[config.mk]
export PLATFORM = sky130hd
export DESIGN_NAME = nt_controller
export DESIGN_NICKNAME = d
export VERILOG_FILES = /design/src/rtl/nt_controller.sv
export SDC_FILE = /design/constraint.sdc
export NUM_CORES = 1
export LEC_CHECK = 0
export ABC_CLOCK_PERIOD_IN_PS = 2600
export BUFFER_PORTS_ARGS = -buffer_cell sky130_fd_sc_hd__clkbuf_2
export CAP_MARGIN = 20
export CORE_UTILIZATION = 45
export CTS_CLUSTER_DIAMETER = 120
export DETAILED_ROUTE_END_ITERATION = 12
export GPL_TIMING_DRIVEN = 0
export PLACE_DENSITY = 0.73
export SETUP_SLACK_MARGIN = 0.1
export SYNTH_ARGS = -nofsm -noshare
export SYNTH_HDL_FRONTEND = slang
export SYNTH_SLANG_ARGS = --single-unit
[constraint.sdc]
create_clock -name i_sys_clk -period 2.6 [get_ports i_sys_clk]
set_input_delay 0.52 -clock i_sys_clk [delete_from_list [all_inputs] [get_ports i_sys_clk]]
set_output_delay 0.52 -clock i_sys_clk [all_outputs]
set_load 0.03 [all_outputs]
[src/rtl/nt_controller.sv]
// HDR-DDR normal-transfer controller: drives the shared serializer and
// deserializer through the command, data and CRC phases of a private
// read or write, moving data bytes to and from the register file.
module nt_controller #(
    parameter logic [9:0] START_ADDR = 10'd1000,
    parameter logic [9:0] CMD_ADDR   = 10'd998
) (
    input  logic       i_sys_clk,
    input  logic       i_sys_rst,
    input  logic       i_engine_en,
    input  logic       i_rnw,
    input  logic [7:0] i_word_cnt,
    input  logic       i_tx_mode_done,
    input  logic       i_rx_mode_done,
    input  logic       i_rx_pre,
    input  logic       i_rx_error,
    output logic       o_tx_en,
    output logic [2:0] o_tx_mode,
    output logic       o_rx_en,
    output logic [3:0] o_rx_mode,
    output logic       o_sdahand_pp_od,
    output logic       o_regf_rd_en,
    output logic       o_regf_wr_en,
    output logic [9:0] o_regf_addr,
    output logic       o_bitcnt_en,
    output logic       o_bitcnt_reset,
    output logic       o_engine_done,
    output logic [1:0] o_engine_err
);
    localparam logic [2:0] TX_PRE0 = 3'b000, TX_PRE1 = 3'b001, TX_BYTE = 3'b011,
                           TX_TOK  = 3'b010, TX_PAR  = 3'b110, TX_CRC  = 3'b111;
    localparam logic [3:0] RX_PRE = 4'b0001, RX_DATA = 4'b0010, RX_PAR = 4'b0100,
                           RX_TOK = 4'b0101, RX_CRC  = 4'b0110;

    typedef enum logic [4:0] {
        S_IDLE, S_CMD_P1, S_CMD_P2, S_CMD_B1, S_CMD_B2, S_CMD_PAR,
        S_WR_P1, S_WR_P2, S_WR_B1, S_WR_B2, S_WR_PAR,
        S_RD_P1, S_RD_ACK, S_RD_B1, S_RD_B2, S_RD_PAR, S_RD_NP1, S_RD_ABT,
        S_CRC_RX_P2, S_CRC_RX_TOK, S_CRC_RX_VAL,
        S_CRC_P1, S_CRC_P2, S_CRC_TOK, S_CRC_VAL, S_FIN
    } state_t;

    state_t     r_state, w_next;
    logic       r_rnw;
    logic [7:0] r_cnt;
    logic [9:0] r_ptr;
    logic [1:0] r_err;
    logic       w_md, w_start, w_err_ld, w_cnt_dec, w_ptr_inc;
    logic [1:0] w_err_val;
    logic [7:0] w_cnt_m1;

    // Either engine finishing its mode is one handshake; both at once count once.
    assign w_md     = i_tx_mode_done | i_rx_mode_done;
    assign w_cnt_m1 = (r_cnt == 8'd0) ? 8'd0 : r_cnt - 8'd1;

    // State register; reset aborts any transfer straight back to IDLE.
    always_ff @(posedge i_sys_clk or negedge i_sys_rst) begin
        if (!i_sys_rst) r_state <= S_IDLE;
        else            r_state <= w_next;
    end

    // Transfer context: direction, remaining words, data pointer, status.
    always_ff @(posedge i_sys_clk or negedge i_sys_rst) begin
        if (!i_sys_rst) begin
            r_rnw <= 1'b0;
            r_cnt <= 8'd0;
            r_ptr <= START_ADDR;
            r_err <= 2'b00;
        end else if (w_start) begin
            r_rnw <= i_rnw;
            // a zero-length read still moves one word
            r_cnt <= (i_rnw && i_word_cnt == 8'd0) ? 8'd1 : i_word_cnt;
            r_ptr <= START_ADDR;
            r_err <= 2'b00;
        end else begin
            if (r_state == S_FIN) r_cnt <= 8'd0;
            else if (w_cnt_dec)   r_cnt <= w_cnt_m1;
            if (w_ptr_inc) r_ptr <= r_ptr + 10'd1;
            if (w_err_ld)  r_err <= w_err_val;
        end
    end

    // Next state: every working state waits for a handshake before moving on.
    always_comb begin
        w_next    = r_state;
        w_start   = 1'b0;
        w_err_ld  = 1'b0;
        w_err_val = 2'b00;
        w_cnt_dec = 1'b0;
        w_ptr_inc = 1'b0;
        case (r_state)
            S_IDLE: if (i_engine_en) begin w_next = S_CMD_P1; w_start = 1'b1; end
            S_FIN:  w_next = S_IDLE;
            default: if (w_md) begin
                case (r_state)
                    S_CMD_P1:  w_next = S_CMD_P2;
                    S_CMD_P2:  w_next = S_CMD_B1;
                    S_CMD_B1:  w_next = S_CMD_B2;
                    S_CMD_B2:  w_next = S_CMD_PAR;
                    S_CMD_PAR: w_next = r_rnw ? S_RD_P1 : ((r_cnt != 8'd0) ? S_WR_P1 : S_CRC_P1);
                    S_WR_P1:   w_next = S_WR_P2;
                    S_WR_P2:   if (i_rx_pre) w_next = S_WR_B1;
                               else begin w_next = S_FIN; w_err_ld = 1'b1; w_err_val = 2'b11; end
                    S_WR_B1:   begin w_next = S_WR_B2; w_ptr_inc = 1'b1; end
                    S_WR_B2:   begin w_next = S_WR_PAR; w_ptr_inc = 1'b1; end
                    S_WR_PAR:  begin w_cnt_dec = 1'b1; w_next = (w_cnt_m1 != 8'd0) ? S_WR_P1 : S_CRC_P1; end
                    S_RD_P1:   w_next = S_RD_ACK;
                    S_RD_ACK:  if (!i_rx_pre) w_next = S_RD_B1;
                               else begin w_next = S_FIN; w_err_ld = 1'b1; w_err_val = 2'b01; end
                    S_RD_B1:   begin w_next = S_RD_B2; w_ptr_inc = 1'b1; end
                    S_RD_B2:   begin w_next = S_RD_PAR; w_ptr_inc = 1'b1; end
                    S_RD_PAR:  if (i_rx_error) begin w_next = S_FIN; w_err_ld = 1'b1; w_err_val = 2'b10; end
                               else begin w_next = S_RD_NP1; w_cnt_dec = 1'b1; end
                    // target preamble 1 means it wants to send another word
                    S_RD_NP1:  w_next = i_rx_pre ? S_RD_ABT : S_CRC_RX_P2;
                    S_RD_ABT:  w_next = (r_cnt != 8'd0) ? S_RD_B1 : S_FIN;
                    S_CRC_RX_P2, S_CRC_RX_TOK, S_CRC_RX_VAL:
                        if (i_rx_error) begin w_next = S_FIN; w_err_ld = 1'b1; w_err_val = 2'b10; end
                        else if (r_state == S_CRC_RX_P2)  w_next = S_CRC_RX_TOK;
                        else if (r_state == S_CRC_RX_TOK) w_next = S_CRC_RX_VAL;
                        else                              w_next = S_FIN;
                    S_CRC_P1:  w_next = S_CRC_P2;
                    S_CRC_P2:  w_next = S_CRC_TOK;
                    S_CRC_TOK: w_next = S_CRC_VAL;
                    S_CRC_VAL: w_next = S_FIN;
                    default:   w_next = S_IDLE;
                endcase
            end
        endcase
    end

    // Output decode from the current state; read-data strobe rides the handshake.
    always_comb begin
        o_tx_en        = 1'b0;
        o_tx_mode      = TX_PRE0;
        o_rx_en        = 1'b0;
        o_rx_mode      = RX_PRE;
        o_regf_rd_en   = 1'b0;
        o_regf_wr_en   = 1'b0;
        o_regf_addr    = r_ptr;
        o_bitcnt_en    = (r_state != S_IDLE);
        o_bitcnt_reset = 1'b0;
        o_engine_done  = 1'b0;
        case (r_state)
            S_IDLE:       begin o_regf_addr = START_ADDR; o_bitcnt_reset = 1'b1; end
            S_CMD_P1:     begin o_tx_en = 1'b1; o_tx_mode = TX_PRE0; end
            S_CMD_P2:     begin o_tx_en = 1'b1; o_tx_mode = TX_PRE1; end
            S_CMD_B1:     begin o_tx_en = 1'b1; o_tx_mode = TX_BYTE; o_regf_rd_en = 1'b1; o_regf_addr = CMD_ADDR; end
            S_CMD_B2:     begin o_tx_en = 1'b1; o_tx_mode = TX_BYTE; o_regf_rd_en = 1'b1; o_regf_addr = CMD_ADDR + 10'd1; end
            S_CMD_PAR:    begin o_tx_en = 1'b1; o_tx_mode = TX_PAR; end
            S_WR_P1:      begin o_tx_en = 1'b1; o_tx_mode = TX_PRE1; end
            S_WR_P2:      begin o_rx_en = 1'b1; o_rx_mode = RX_PRE; end
            S_WR_B1, S_WR_B2: begin o_tx_en = 1'b1; o_tx_mode = TX_BYTE; o_regf_rd_en = 1'b1; end
            S_WR_PAR:     begin o_tx_en = 1'b1; o_tx_mode = TX_PAR; end
            S_RD_P1:      begin o_tx_en = 1'b1; o_tx_mode = TX_PRE1; end
            S_RD_ACK:     begin o_rx_en = 1'b1; o_rx_mode = RX_PRE; end
            S_RD_B1, S_RD_B2: begin o_rx_en = 1'b1; o_rx_mode = RX_DATA; o_regf_wr_en = w_md; end
            S_RD_PAR:     begin o_rx_en = 1'b1; o_rx_mode = RX_PAR; end
            S_RD_NP1:     begin o_rx_en = 1'b1; o_rx_mode = RX_PRE; end
            S_RD_ABT:     begin o_tx_en = 1'b1; o_tx_mode = (r_cnt != 8'd0) ? TX_PRE1 : TX_PRE0; end
            S_CRC_RX_P2:  begin o_rx_en = 1'b1; o_rx_mode = RX_PRE; end
            S_CRC_RX_TOK: begin o_rx_en = 1'b1; o_rx_mode = RX_TOK; end
            S_CRC_RX_VAL: begin o_rx_en = 1'b1; o_rx_mode = RX_CRC; end
            S_CRC_P1:     begin o_tx_en = 1'b1; o_tx_mode = TX_PRE0; o_bitcnt_reset = 1'b1; end
            S_CRC_P2:     begin o_tx_en = 1'b1; o_tx_mode = TX_PRE1; end
            S_CRC_TOK:    begin o_tx_en = 1'b1; o_tx_mode = TX_TOK; end
            S_CRC_VAL:    begin o_tx_en = 1'b1; o_tx_mode = TX_CRC; end
            S_FIN:        o_engine_done = 1'b1;
            default:      ;
        endcase
    end

    assign o_sdahand_pp_od = o_tx_en;
    assign o_engine_err    = r_err;
endmodule

==> flow_summary.json <==
{
  "core_um2": 5238,
  "synth_compound_area_share_pct": 29.54,
  "worstMarginPinSlew_ns": 0.8114,
  "post-place-cells": 450,
  "grt_pass1_wl_mm": 13.39,
  "synth.largest_area_cell": "dfrtp_1",
  "cp_cell_sequence": "inv_2 > ha_4 > or3b_1 > buf_6 > nor3_4 > o31ai_1 > a22oi_1 > o32ai_2 > clkbuf_8",
  "drtIter0Drc": 380,
  "cp_data_required_time_ns": 2.08,
  "wirelength_mm": 8.334,
  "syn_avg_cell_area_um2": 7.375,
  "synth-xor-area-share_pct": 2.445,
  "syn_nets": 358,
  "antennaDiodeCount": 0,
  "end_kind": "output port",
  "fmax_mhz": 375.7,
  "hold_viol": 0,
  "maxCapViolCount": 0,
  "syn-cell-area_um2": 2507,
  "hpwl_mm": 5.814,
  "p_int_mw": 1.858,
  "grt-ovfl-total": 0,
  "fin_crit_sh_pct": 102.4,
  "slew_headroom_pct": 45.41,
  "worstPathArrival_ns": 2.14,
  "die_width_um": 76.65,
  "cts_sinks": 26,
  "vias_per_cell": 6.305,
  "cpPeakStageDelay_ns": 0.41,
  "place_area_um2": 2816,
  "final_common_cell": "clkbuf_2",
  "synthToLayoutAreaGrowth_pct": 27.74,
  "yosys.area_share.simple_pct": 32.63,
  "ys_top_cells_by_area": "dfrtp_1, dfstp_2, o21ai_0",
  "rsz0062_at_grt": "true",
  "syn_inst": 340,
  "final_nets": 415,
  "status": "finished, violations left",
  "cpMaxStageDelayCell": "dfrtp_1",
  "seq_area_frac_synth_pct": 26.25,
  "dieArea_um2": 5874,
  "vdd_drop_max_mv": 0.6175,
  "pin_count": 43,
  "clkPwrFrac_pct": 8.8,
  "antenna_found_initial": 0,
  "die_y_um": 76.65,
  "r2r_slack_ns": 0.28,
  "seqPwrFrac_pct": 16.8,
  "p_sw_mw": 1.970,
  "critPathKind": "flop to output port",
  "nFillCells": 488,
  "start_kind": "flop",
  "critPathBufInv": 3,
  "clkLatencyLatePin_ns": 0.27,
  "grt_pass1_vias": 2674,
  "root_buffer": "clkbuf_8",
  "crit_cells": 9,
  "grt_start_max_net_pins": 27,
  "route.vias.total": 2938,
  "setup_viol": 1,
  "final_cell_area_um2": 3203,
  "power_mw": 3.828,
  "slew_viol_final": 0,
  "start_util_pct": 47.87,
  "p_sw_share_pct": 51.46,
  "rows": 26,
  "violations": "negative setup slack",
  "ys.flop_type": "dfrtp_1",
  "synth.mux.area_fraction_pct": 1.647,
  "synthAdderAreaFrac_pct": 0.9980,
  "final.setup.tns_ns": -0.06139,
  "yosys_warnings": 0,
  "fin_crit_ns": 2.661,
  "synth_top_family_by_area": "simple AND/OR/NAND/NOR gates",
  "instances_no_fill": 466,
  "setup_ws_ns": -0.06139,
  "layout-drive-gt1-share_pct": 31.06,
  "static-leakage-power_nw": 1.300,
  "first_pass_iters": 5,
  "hp-class": "primary input to async pin",
  "yosys.cell_types.count": 65,
  "ctsHoldBuffers": 0,
  "drc": 0,
  "pwr-share-comb_pct": 74.4,
  "final_cell_mix": "clkbuf_2, nand2_1, o21ai_0",
  "ys_ff_latch": 26,
  "ant_nets": 0,
  "clk_path_buf_depth": 2,
  "clkTransAtPathRegs_ns": 0.09,
  "routedWlPerCell_um": 17.88,
  "synth_edf_count": 0,
  "p_per_area_nw_per_um2": 1195,
  "track_usage_pct": 28.30,
  "r2r_cells": 9,
  "cts_tree": "done",
  "cts-buffers-inserted": 3,
  "synth.top_cell.area_share_pct": 19.96,
  "io_buffers": 40,
  "async_reset_ff_share_pct": 100.0,
  "clock_skew_ns": 0.005787,
  "worst-path-max-fanout": 2,
  "post-place-ws_ns": -0.2869,
  "cp_top_family": "simple AND/OR/NAND/NOR gates",
  "htree_num_levels": 1,
  "place.gp.congestion": 0.9576
}
## cell type report
type / instances / area (µm²) / area share (%)
plain buffers: 30 / 254.0 / 7.930
clock buffers: 3 / 41.29 / 1.289
clock inverters: 1 / 30.03 / 0.9375
inverters: 6 / 26.28 / 0.8203
multi-input cells: 278 / 1782 / 55.63
flip-flops and latches: 26 / 659.4 / 20.59
well taps: 70 / 87.58 / 2.734
repair buffers: 52 / 322.8 / 10.08
## Yosys cell counts (2+ instances only)
master,count
o22ai_1,3
nor2b_1,9
o22a_1,2
dfrtp_1,20
and3_1,7
o21ai_0,29
a211oi_1,9
nor3_1,13
nor4b_1,2
xor2_1,6
nand2_1,33
nand4_1,5
or2_2,6
o21a_1,2
nor3b_1,3
inv_1,6
nor4_1,4
and2_1,3
nand2b_1,10
nor2_1,29
a31o_2,2
o21bai_1,3
o211ai_1,4
buf_2,13
mux2i_1,3
nand3_1,15
a32oi_1,5
ha_1,2
a31oi_1,6
clkbuf_1,10
o2bb2ai_1,4
a21oi_1,21
or3_1,4
buf_1,5
buf_4,2
dfstp_2,6
a22oi_1,2
and4_1,3
o31ai_1,3
## state kept, by name, summed over array words and instances, names as in the netlist
register and flops:
r_ptr 10, r_cnt 8, r_state 5, o_engine_err 2
r_rnw 1
## path summary, 6_finish.rpt
check,from,end
min reg2reg,o_engine_err[1],o_engine_err[1]
max reg2reg,r_cnt[0],r_state[1]
max in group asynchronous,i_sys_rst,r_state[3]
max,r_cnt[0],o_tx_mode[0]
min,i_sys_rst,r_cnt[1]
min in group i_sys_clk,i_rnw,r_rnw
## cell families (layout without fill, tap and decap cells)
logic type,Yosys count,count (layout)
buffers and inverters,36,92
adders and majority gates,2,2
xor gates and xnor gates,7,7
and+or+nand+nor,154,154
AOI/OAI and AO/OA,110,110
other,1,1
muxes,4,4
DFF,26,26
## power by group through the flow
stage          Sequential [mW]  Clock [mW]  Combinational, mW
2_1_floorplan            0.629           0               1.72
3_3_place_gp             0.646           0               2.29
3_5_place_dp             0.647           0               2.31
4_1_cts                  0.633       0.348               2.66
5_1_grt                  0.648       0.366               3.03
6_report                 0.641       0.338               2.85
## worst reg2reg max path, delay by kind of cell, from the launching register on
family	cells	cell delay, ns
fa+ha+maj	1	0.12
buf+inv	3	0.36
compound gates	3	0.58
flops	1	0.41
simple gates	2	0.73
## routing by layer
metal  global-route usage (%)  wire length (µm)  vias up
met5                        0                 0        -
met4                    9.423               213        0
li1                         -                 -     1368
met3                    2.635               682       27
met1                    38.28              3561     1370
met2                    47.21              3877      173
## through the flow
step / utilization [%] / hold WS, ns
6_report: 61.16 / 0.2649
5_1_grt: 61.16 / 0.3028
4_1_cts: 59.39 / 0.2772
3_5_place_dp: 53.77 / 0.4991
3_3_place_gp: 53.77 / 0.4968
2_1_floorplan: - / 0.2244
## repair_timing
item                       4_1_cts  5_1_grt
gates resized for setup         52       32
setup endpoints to repair       22       19
buffers inserted                 8        4
pin swaps                        5        2
No activity file was read; power rests on OpenSTA's default activity.
